==> src/rtl/board_turn_controller_if.sv <==
// Bus between the board turn controller and its surroundings (game FSM, buttons, cell RAM).
// The slave modport is the controller's view; the master modport drives it.
interface board_turn_controller_if #(
    parameter int AW = 6
);
    logic          i_play;
    logic          i_start;
    logic [3:0]    i_mines;
    logic          i_btnUp;
    logic          i_btnDown;
    logic          i_btnLeft;
    logic          i_btnRight;
    logic          i_btnSel;
    logic          i_btnFlag;
    logic [AW-1:0] o_rdAddr;
    logic [6:0]    i_rdData;
    logic          o_wrEn;
    logic [AW-1:0] o_wrAddr;
    logic [6:0]    o_wrData;
    logic [3:0]    o_curRow;
    logic [3:0]    o_curCol;
    logic [7:0]    o_revealed;
    logic          o_busy;
    logic          o_win;
    logic          o_lose;

    modport slave (
        input  i_play, i_start, i_mines,
        input  i_btnUp, i_btnDown, i_btnLeft, i_btnRight, i_btnSel, i_btnFlag,
        input  i_rdData,
        output o_rdAddr, o_wrEn, o_wrAddr, o_wrData,
        output o_curRow, o_curCol, o_revealed, o_busy, o_win, o_lose
    );

    modport master (
        output i_play, i_start, i_mines,
        output i_btnUp, i_btnDown, i_btnLeft, i_btnRight, i_btnSel, i_btnFlag,
        output i_rdData,
        input  o_rdAddr, o_wrEn, o_wrAddr, o_wrData,
        input  o_curRow, o_curCol, o_revealed, o_busy, o_win, o_lose
    );
endinterface

==> src/rtl/board_turn_controller.sv <==
// One Buscaminas player turn: cursor moves plus reveal/flag read-modify-write on the cell RAM.
// Define TURN_CTRL_FLAG_EN to enable flag toggling and make flagged cells refuse reveal.
module board_turn_controller #(
    parameter int ROWS = 8,
    parameter int COLS = 8,
    parameter int AW   = 6
) (
    input  logic                  clk,
    input  logic                  rst_n,
    board_turn_controller_if.slave bus
);

    localparam logic [2:0] S_WAIT  = 3'd0;
    localparam logic [2:0] S_READ  = 3'd1;
    localparam logic [2:0] S_CHECK = 3'd2;
    localparam logic [2:0] S_WRITE = 3'd3;
    localparam logic [2:0] S_END   = 3'd4;

    localparam int         CELLS   = ROWS * COLS;
    localparam logic [3:0] ROW_MAX = 4'(ROWS - 1);
    localparam logic [3:0] COL_MAX = 4'(COLS - 1);

`ifdef TURN_CTRL_FLAG_EN
    localparam bit FLAG_ON = 1'b1;
`else
    localparam bit FLAG_ON = 1'b0;
`endif

    logic [2:0]    r_state;
    logic [3:0]    r_row;
    logic [3:0]    r_col;
    logic [7:0]    r_revealed;
    logic          r_win;
    logic          r_lose;
    logic          r_opFlag;
    logic          r_wrEn;
    logic [AW-1:0] r_rdAddr;
    logic [AW-1:0] r_wrAddr;
    logic [6:0]    r_wrData;

    logic          w_accept;
    logic          w_flagCmd;
    logic [AW-1:0] w_curAddr;
    logic [8:0]    w_target;
    logic [8:0]    w_nextCount;
    logic          w_winReach;

    assign w_accept  = (r_state == S_WAIT) && bus.i_play && (bus.i_mines != 4'd0)
                       && !r_win && !r_lose;
    assign w_flagCmd = FLAG_ON && bus.i_btnFlag && !bus.i_btnSel;
    assign w_curAddr = AW'(int'(r_row) * COLS + int'(r_col));

    // Nine bits so a 16x16 board still compares correctly; too many mines can never win.
    assign w_target    = 9'(CELLS) - {5'd0, bus.i_mines};
    assign w_nextCount = {1'b0, r_revealed} + 9'd1;
    assign w_winReach  = ({5'd0, bus.i_mines} < 9'(CELLS)) && (w_nextCount == w_target);

    always_ff @(posedge clk or negedge rst_n) begin
        if (!rst_n) begin
            r_state    <= S_WAIT;
            r_row      <= 4'd0;
            r_col      <= 4'd0;
            r_revealed <= 8'd0;
            r_win      <= 1'b0;
            r_lose     <= 1'b0;
            r_opFlag   <= 1'b0;
            r_wrEn     <= 1'b0;
            r_rdAddr   <= '0;
            r_wrAddr   <= '0;
            r_wrData   <= 7'd0;
        end else if (bus.i_start) begin
            r_state    <= S_WAIT;
            r_row      <= 4'd0;
            r_col      <= 4'd0;
            r_revealed <= 8'd0;
            r_win      <= 1'b0;
            r_lose     <= 1'b0;
            r_opFlag   <= 1'b0;
            r_wrEn     <= 1'b0;
            r_rdAddr   <= '0;
            r_wrAddr   <= '0;
            r_wrData   <= 7'd0;
        end else begin
            r_wrEn <= 1'b0;
            case (r_state)
                S_WAIT: begin
                    if (w_accept) begin
                        if (bus.i_btnSel || w_flagCmd) begin
                            r_opFlag <= w_flagCmd;
                            r_rdAddr <= w_curAddr;
                            r_state  <= S_READ;
                        end else if (bus.i_btnUp) begin
                            r_row <= (r_row == 4'd0) ? ROW_MAX : r_row - 4'd1;
                        end else if (bus.i_btnDown) begin
                            r_row <= (r_row == ROW_MAX) ? 4'd0 : r_row + 4'd1;
                        end else if (bus.i_btnLeft) begin
                            r_col <= (r_col == 4'd0) ? COL_MAX : r_col - 4'd1;
                        end else if (bus.i_btnRight) begin
                            r_col <= (r_col == COL_MAX) ? 4'd0 : r_col + 4'd1;
                        end
                    end
                end
                S_READ: begin
                    r_state <= S_CHECK;
                end
                // Cell word is valid here; decide whether the turn writes back.
                S_CHECK: begin
                    if (r_opFlag) begin
                        if (bus.i_rdData[5]) begin
                            r_state <= S_WAIT;
                        end else begin
                            r_wrEn   <= 1'b1;
                            r_wrAddr <= r_rdAddr;
                            r_wrData <= bus.i_rdData ^ 7'b0010000;
                            r_state  <= S_WRITE;
                        end
                    end else if (bus.i_rdData[5] || (FLAG_ON && bus.i_rdData[4])) begin
                        r_state <= S_WAIT;
                    end else begin
                        r_wrEn   <= 1'b1;
                        r_wrAddr <= r_rdAddr;
                        r_wrData <= bus.i_rdData | 7'b0100000;
                        r_state  <= S_WRITE;
                        if (bus.i_rdData[6]) begin
                            r_lose <= 1'b1;
                        end else begin
                            r_revealed <= r_revealed + 8'd1;
                            if (w_winReach) begin
                                r_win <= 1'b1;
                            end
                        end
                    end
                end
                S_WRITE: begin
                    r_state <= (r_win || r_lose) ? S_END : S_WAIT;
                end
                S_END: begin
                    r_state <= S_END;
                end
                default: begin
                    r_state <= S_WAIT;
                end
            endcase
        end
    end

    assign bus.o_rdAddr   = r_rdAddr;
    assign bus.o_wrEn     = r_wrEn;
    assign bus.o_wrAddr   = r_wrAddr;
    assign bus.o_wrData   = r_wrData;
    assign bus.o_curRow   = r_row;
    assign bus.o_curCol   = r_col;
    assign bus.o_revealed = r_revealed;
    assign bus.o_busy     = (r_state != S_WAIT);
    assign bus.o_win      = r_win;
    assign bus.o_lose     = r_lose;

endmodule

==> src/flat_wrapper.sv <==
// flat-port wrapper written by rule: the top's interface ports become plain ports
module board_turn_controller_flat 
#(
    parameter int ROWS = 8,
    parameter int COLS = 8,
    parameter int AW   = 6
)
  (clk, rst_n, bus_i_play, bus_i_start, bus_i_mines, bus_i_btnUp, bus_i_btnDown, bus_i_btnLeft, bus_i_btnRight, bus_i_btnSel, bus_i_btnFlag, bus_i_rdData, bus_o_rdAddr, bus_o_wrEn, bus_o_wrAddr, bus_o_wrData, bus_o_curRow, bus_o_curCol, bus_o_revealed, bus_o_busy, bus_o_win, bus_o_lose);
  board_turn_controller_if #(.AW(AW)) bus_i ();
  input  logic clk;
  input  logic rst_n;
  input wire logic [$bits(bus_i.i_play)-1:0] bus_i_play;
  input wire logic [$bits(bus_i.i_start)-1:0] bus_i_start;
  input wire logic [$bits(bus_i.i_mines)-1:0] bus_i_mines;
  input wire logic [$bits(bus_i.i_btnUp)-1:0] bus_i_btnUp;
  input wire logic [$bits(bus_i.i_btnDown)-1:0] bus_i_btnDown;
  input wire logic [$bits(bus_i.i_btnLeft)-1:0] bus_i_btnLeft;
  input wire logic [$bits(bus_i.i_btnRight)-1:0] bus_i_btnRight;
  input wire logic [$bits(bus_i.i_btnSel)-1:0] bus_i_btnSel;
  input wire logic [$bits(bus_i.i_btnFlag)-1:0] bus_i_btnFlag;
  input wire logic [$bits(bus_i.i_rdData)-1:0] bus_i_rdData;
  output wire logic [$bits(bus_i.o_rdAddr)-1:0] bus_o_rdAddr;
  output wire logic [$bits(bus_i.o_wrEn)-1:0] bus_o_wrEn;
  output wire logic [$bits(bus_i.o_wrAddr)-1:0] bus_o_wrAddr;
  output wire logic [$bits(bus_i.o_wrData)-1:0] bus_o_wrData;
  output wire logic [$bits(bus_i.o_curRow)-1:0] bus_o_curRow;
  output wire logic [$bits(bus_i.o_curCol)-1:0] bus_o_curCol;
  output wire logic [$bits(bus_i.o_revealed)-1:0] bus_o_revealed;
  output wire logic [$bits(bus_i.o_busy)-1:0] bus_o_busy;
  output wire logic [$bits(bus_i.o_win)-1:0] bus_o_win;
  output wire logic [$bits(bus_i.o_lose)-1:0] bus_o_lose;
  assign bus_i.i_play = bus_i_play;
  assign bus_i.i_start = bus_i_start;
  assign bus_i.i_mines = bus_i_mines;
  assign bus_i.i_btnUp = bus_i_btnUp;
  assign bus_i.i_btnDown = bus_i_btnDown;
  assign bus_i.i_btnLeft = bus_i_btnLeft;
  assign bus_i.i_btnRight = bus_i_btnRight;
  assign bus_i.i_btnSel = bus_i_btnSel;
  assign bus_i.i_btnFlag = bus_i_btnFlag;
  assign bus_i.i_rdData = bus_i_rdData;
  assign bus_o_rdAddr = bus_i.o_rdAddr;
  assign bus_o_wrEn = bus_i.o_wrEn;
  assign bus_o_wrAddr = bus_i.o_wrAddr;
  assign bus_o_wrData = bus_i.o_wrData;
  assign bus_o_curRow = bus_i.o_curRow;
  assign bus_o_curCol = bus_i.o_curCol;
  assign bus_o_revealed = bus_i.o_revealed;
  assign bus_o_busy = bus_i.o_busy;
  assign bus_o_win = bus_i.o_win;
  assign bus_o_lose = bus_i.o_lose;
  board_turn_controller #(.ROWS(ROWS), .COLS(COLS), .AW(AW)) u_core (.clk(clk), .rst_n(rst_n), .bus(bus_i));
endmodule
==> config.mk <==
export PLATFORM = sky130hd
export DESIGN_NAME = board_turn_controller_flat
export DESIGN_NICKNAME = d
export VERILOG_FILES = /design/src/rtl/board_turn_controller_if.sv /design/src/rtl/board_turn_controller.sv /design/src/flat_wrapper.sv
export SDC_FILE = /design/constraint.sdc
export NUM_CORES = 1
export LEC_CHECK = 0
export BUFFER_PORTS_ARGS = -buffer_cell sky130_fd_sc_hd__buf_2
export CORE_MARGIN = 10
export CORE_UTILIZATION = 50
export CTS_CLUSTER_SIZE = 24
export DETAILED_ROUTE_END_ITERATION = 7
export HOLD_SLACK_MARGIN = 0.08
export PLACE_DENSITY = 0.85
export RECOVER_POWER = 100
export SETUP_SLACK_MARGIN = 0.2
export SKIP_CTS_REPAIR_TIMING = 1
export SYNTH_ARGS = -nofsm -noshare
export SYNTH_HDL_FRONTEND = slang
export SYNTH_SLANG_ARGS = --single-unit
export TNS_END_PERCENT = 5
==> constraint.sdc <==
create_clock -name clk -period 2.3 [get_ports clk]
set_input_delay 0.23 -clock clk [delete_from_list [all_inputs] [get_ports clk]]
set_output_delay 0.23 -clock clk [all_outputs]
set_load 0.005 [all_outputs]
==> results.tsv <==
stage	metric	value	unit
status	status	finished with violations	
status	failing checks	capacitance limit, slew limit	
routing	DR iter-0 viols	134	
place	routability cong.	0.7800	
timing	final hold vios	0	
routing	routed via count	1976	
routing	drt wl/cell	15.22	µm
clock_tree	CTS sink cnt	41	
grt	pin count of the biggest net entering global routing	42	
worst_setup_path	CP endpoint kind	register	
min_path	HP Class	in2reg	
grt	All-Layer GR Usage	14.45	%
min_path	hold path startpoint	bus_i_rdData[3]	
worst_setup_path	critical path cell sequence	or3_1 -> nor4_4 -> nand2_1 -> a211o_1 -> a21oi_1	
synth	ys flop type	dfrtp_1	
timing	worst setup margin	0.3365	ns
power	sequential power share	53.1	%
worst_setup_path	R2R Path Start	u_core.r_state[1]$_DFFE_PN0P_	
routing	Routed Antenna Nets	0	
synth	top cell type's share of synthesized area	44.16	%
power	Design Power	1.412	mW
synth	Area contributors post-synth	dfrtp_1 (44%), nand2_1 (5.8%), xor2_1 (5.3%), nor2_1 (4.8%), a21oi_1 (4.5%)	
synth	Post-Syn Area	2323	µm²
routing	drt pass-1 iters	4	
timing	post-route minimum period	1.963	ns
timing	Final Max Slew Viols	42	
cells_and_area	Layout Utilization	59.64	%
worst_setup_path	worst r2r path cells	5	
clock_tree	Clock Path Buffers	2	
cells_and_area	P&R area growth vs syn	13.30	%
synth	sequential fraction of the synthesis area	44.16	%
timing	clock skew	0.007790	ns
die	Row Count	24	
synth	Post-synth EDFFs	0	
clock_tree	root buffer cell	clkbuf_8	
power	sw power	351.3	µW
timing	slew margin rel.	-41.35	%
die	core box area	4414	µm²
cells_and_area	antenna diode count	0	
die	Die H	88.17	µm
cells_and_area	layout cells sized above 1	11.36	%
worst_setup_path	slowest CP cell	or3_1	
clock_tree	CTS tree	yes	
power	P_int	1.061	mW
routing	routed wire length	5.478	mm
worst_setup_path	CP max FO	6	
worst_setup_path	r2r endpoint	u_core.bus.o_curCol[3]$_DFFE_PN0P_	
power	PD cells	536.3	nW/µm²
die	Chip Width	88.17	µm
place	Placement Setup Slack	0.3730	ns
synth	top cells by count, synth	dfrtp_1 (41), nand2_1 (36), nor2_1 (30), a21oi_1 (21), xor2_1 (14)	
timing	Final Setup Violations	0	
timing	worst-margin pin slew	2.120	ns
timing	setup_tns	0	ns
synth	Syn. warnings	0	
grt	initial antenna violation count	0	
min_path	Hold Path Depth	3	
synth	Post-Syn Area per Cell	9.076	µm²
cells_and_area	Final #Nets	336	
flow_run	max cap viols	1	
worst_setup_path	CP Launch Type	register	
timing	RSZ-0062 raised after global routing	false	
synth	Synth Net Count	285	
timing	fmax	509.3	MHz
worst_setup_path	crit path DAT	2.17	ns
worst_setup_path	Crit path largest cell delay	0.46	ns
clock_tree	Reg clk slew, reported paths	0.08	ns
synth	largest area contributor in the netlist	dfrtp_1	
routing	Residual DRC	0	
synth	most frequent cell after synthesis	dfrtp_1	
place	hpwl dp	4.105	mm
power	P_leak	1.210	nW
die	num ports	60	
synth	Yosys cell types	45	
power	Peak supply drop	0.3261	mV
clock_tree	H-tree Lvls	2	
synth	Yosys reg bits	41	
place	# port buffers	58	
grt	grt ovf	0	
die	initial core utilization	52.64	%
synth	asr flop ratio synth	100.0	%
worst_setup_path	crit-path leading delay family	simple AND/OR/NAND/NOR gates	
worst_setup_path	WP buf/inv	0	
synth	synthesized instance count	256	
die	Die ar.	7774	µm²
power	Sw Share	24.88	%
power	combinational share of power	10.6	%
worst_setup_path	worst path required time	2.51	ns
clock_tree	Worst-Skew Late Latency	0.29	ns
timing	final worst path period share	85.37	%
grt	vias in the first global route	1958	
power	Clock Power Share	36.4	%
clock_tree	CTS Buf Count	5	
min_path	Hold EP	u_core.bus.o_wrData[3]$_DFFE_PN0P_	
worst_setup_path	kind of critical path	reg2reg	
grt	first-pass GRT wire length	9.149	mm
worst_setup_path	r2r setup slk	0.34	ns
routing	Vias/cell	5.489	
-- power by group through the flow --
stage	Combinational, mW	Sequential (mW)	Clock, mW
2_1_floorplan	0.0962	0.760	0
3_3_place_gp	0.154	0.762	0
3_5_place_dp	0.158	0.763	0
4_1_cts	0.159	0.749	0.526
5_1_grt	0.169	0.752	0.560
6_report	0.149	0.749	0.514
-- routing by layer --
| layer | GRT usage, % | share of wire [%] | vias to the layer above |
|---|---|---|---|
| met4 | 3.852 | 1.2 | 0 |
| met2 | 23.83 | 48 | 49 |
| met1 | 17.23 | 43 | 944 |
| met5 | 0 | 0 | - |
| li1 | - | - | 975 |
| met3 | 5.478 | 7.3 | 8 |
-- tightest hold or removal path: cells and delay by family --
kind	cells	cell delay, ns
AND/OR/NAND/NOR	1	0.04
AO/OA/AOI/OAI	1	0.05
buffers and inverters	1	0.09
-- stage by stage --
step	std cells	hold slack [ns]	area, µm²
final	360	0.1611	2633
after global routing	360	0.1741	2633
after CTS	360	0.09000	2714
after detailed placement	352	0.4080	2613
after global placement	352	0.4122	2613
after floorplan	256	-0.06559	2323
-- cells in the final DEF (no fill, tap or decap), drive strengths merged, types with 3 or more instances in the layout --
| cell type | instances |
|---|---|
| clkbuf | 43 |
| dfrtp | 41 |
| nand2 | 37 |
| nor2 | 30 |
| buf | 24 |
| a21oi | 22 |
| xor2 | 14 |
| nor3 | 13 |
| inv | 8 |
| a211oi | 8 |
| ha | 8 |
| nand3 | 8 |
| o21ai | 8 |
| xnor2 | 7 |
| mux2i | 7 |
| or3 | 5 |
| nor4 | 3 |
-- registers in the layout, summed over array words and instances, names as in the netlist --
| signal | flops |
|---|---|
| u_core.bus.o_wrAddr | 6 |
| u_core.bus.o_rdAddr | 6 |
| u_core.bus.o_lose | 1 |
| u_core.bus.o_wrEn | 1 |
| u_core.bus.o_revealed | 8 |
| u_core.bus.o_curCol | 4 |
| u_core.bus.o_win | 1 |
| u_core.bus.o_wrData | 7 |
| u_core.bus.o_curRow | 4 |
| u_core.r_state | 3 |
-- worst max path at each step --
stage,slack (ns),depth (start not counted),to,start
2_1_floorplan,0.57,5,u_core.bus.o_curCol[3]$_DFFE_PN0P_,u_core.r_state[1]$_DFFE_PN0P_
3_3_place_gp,0.46,5,u_core.bus.o_curCol[3]$_DFFE_PN0P_,u_core.r_state[1]$_DFFE_PN0P_
3_5_place_dp,0.37,8,u_core.bus.o_rdAddr[4]$_DFFE_PN0P_,bus_i_mines[0]
4_1_cts,0.42,5,u_core.bus.o_curCol[3]$_DFFE_PN0P_,u_core.r_state[1]$_DFFE_PN0P_
5_1_grt,0.15,1,u_core.bus.o_wrAddr[5]$_DFFE_PN0P_,rst_n
6_report,0.34,5,u_core.bus.o_curCol[3]$_DFFE_PN0P_,u_core.r_state[1]$_DFFE_PN0P_
-- cells by family (layout without fill, tap and decap cells) --
kind of cell / Yosys count / count (layout) / share of synthesized area, %
mux: 7 / 7 / 3.016
compound gates: 46 / 46 / 12.22
xor+xnor: 21 / 21 / 7.916
fa+ha+maj: 8 / 8 / 4.308
flops: 41 / 41 / 44.16
simple gates: 109 / 109 / 23.59
buf+inv: 24 / 76 / 4.792
-- cell type report --
type                            count  area (µm²)
Timing Repair Buffer               60       255.2
Multi-Input combinational cell    191        1155
Clock buffer                        7       96.34
Tap cell                           52       65.06
Sequential cell                    41        1026
Inverter                            8       30.03
Fill cell                         421        1782
Clock inverter                      1       5.005
(Power assumes the default switching activity.)
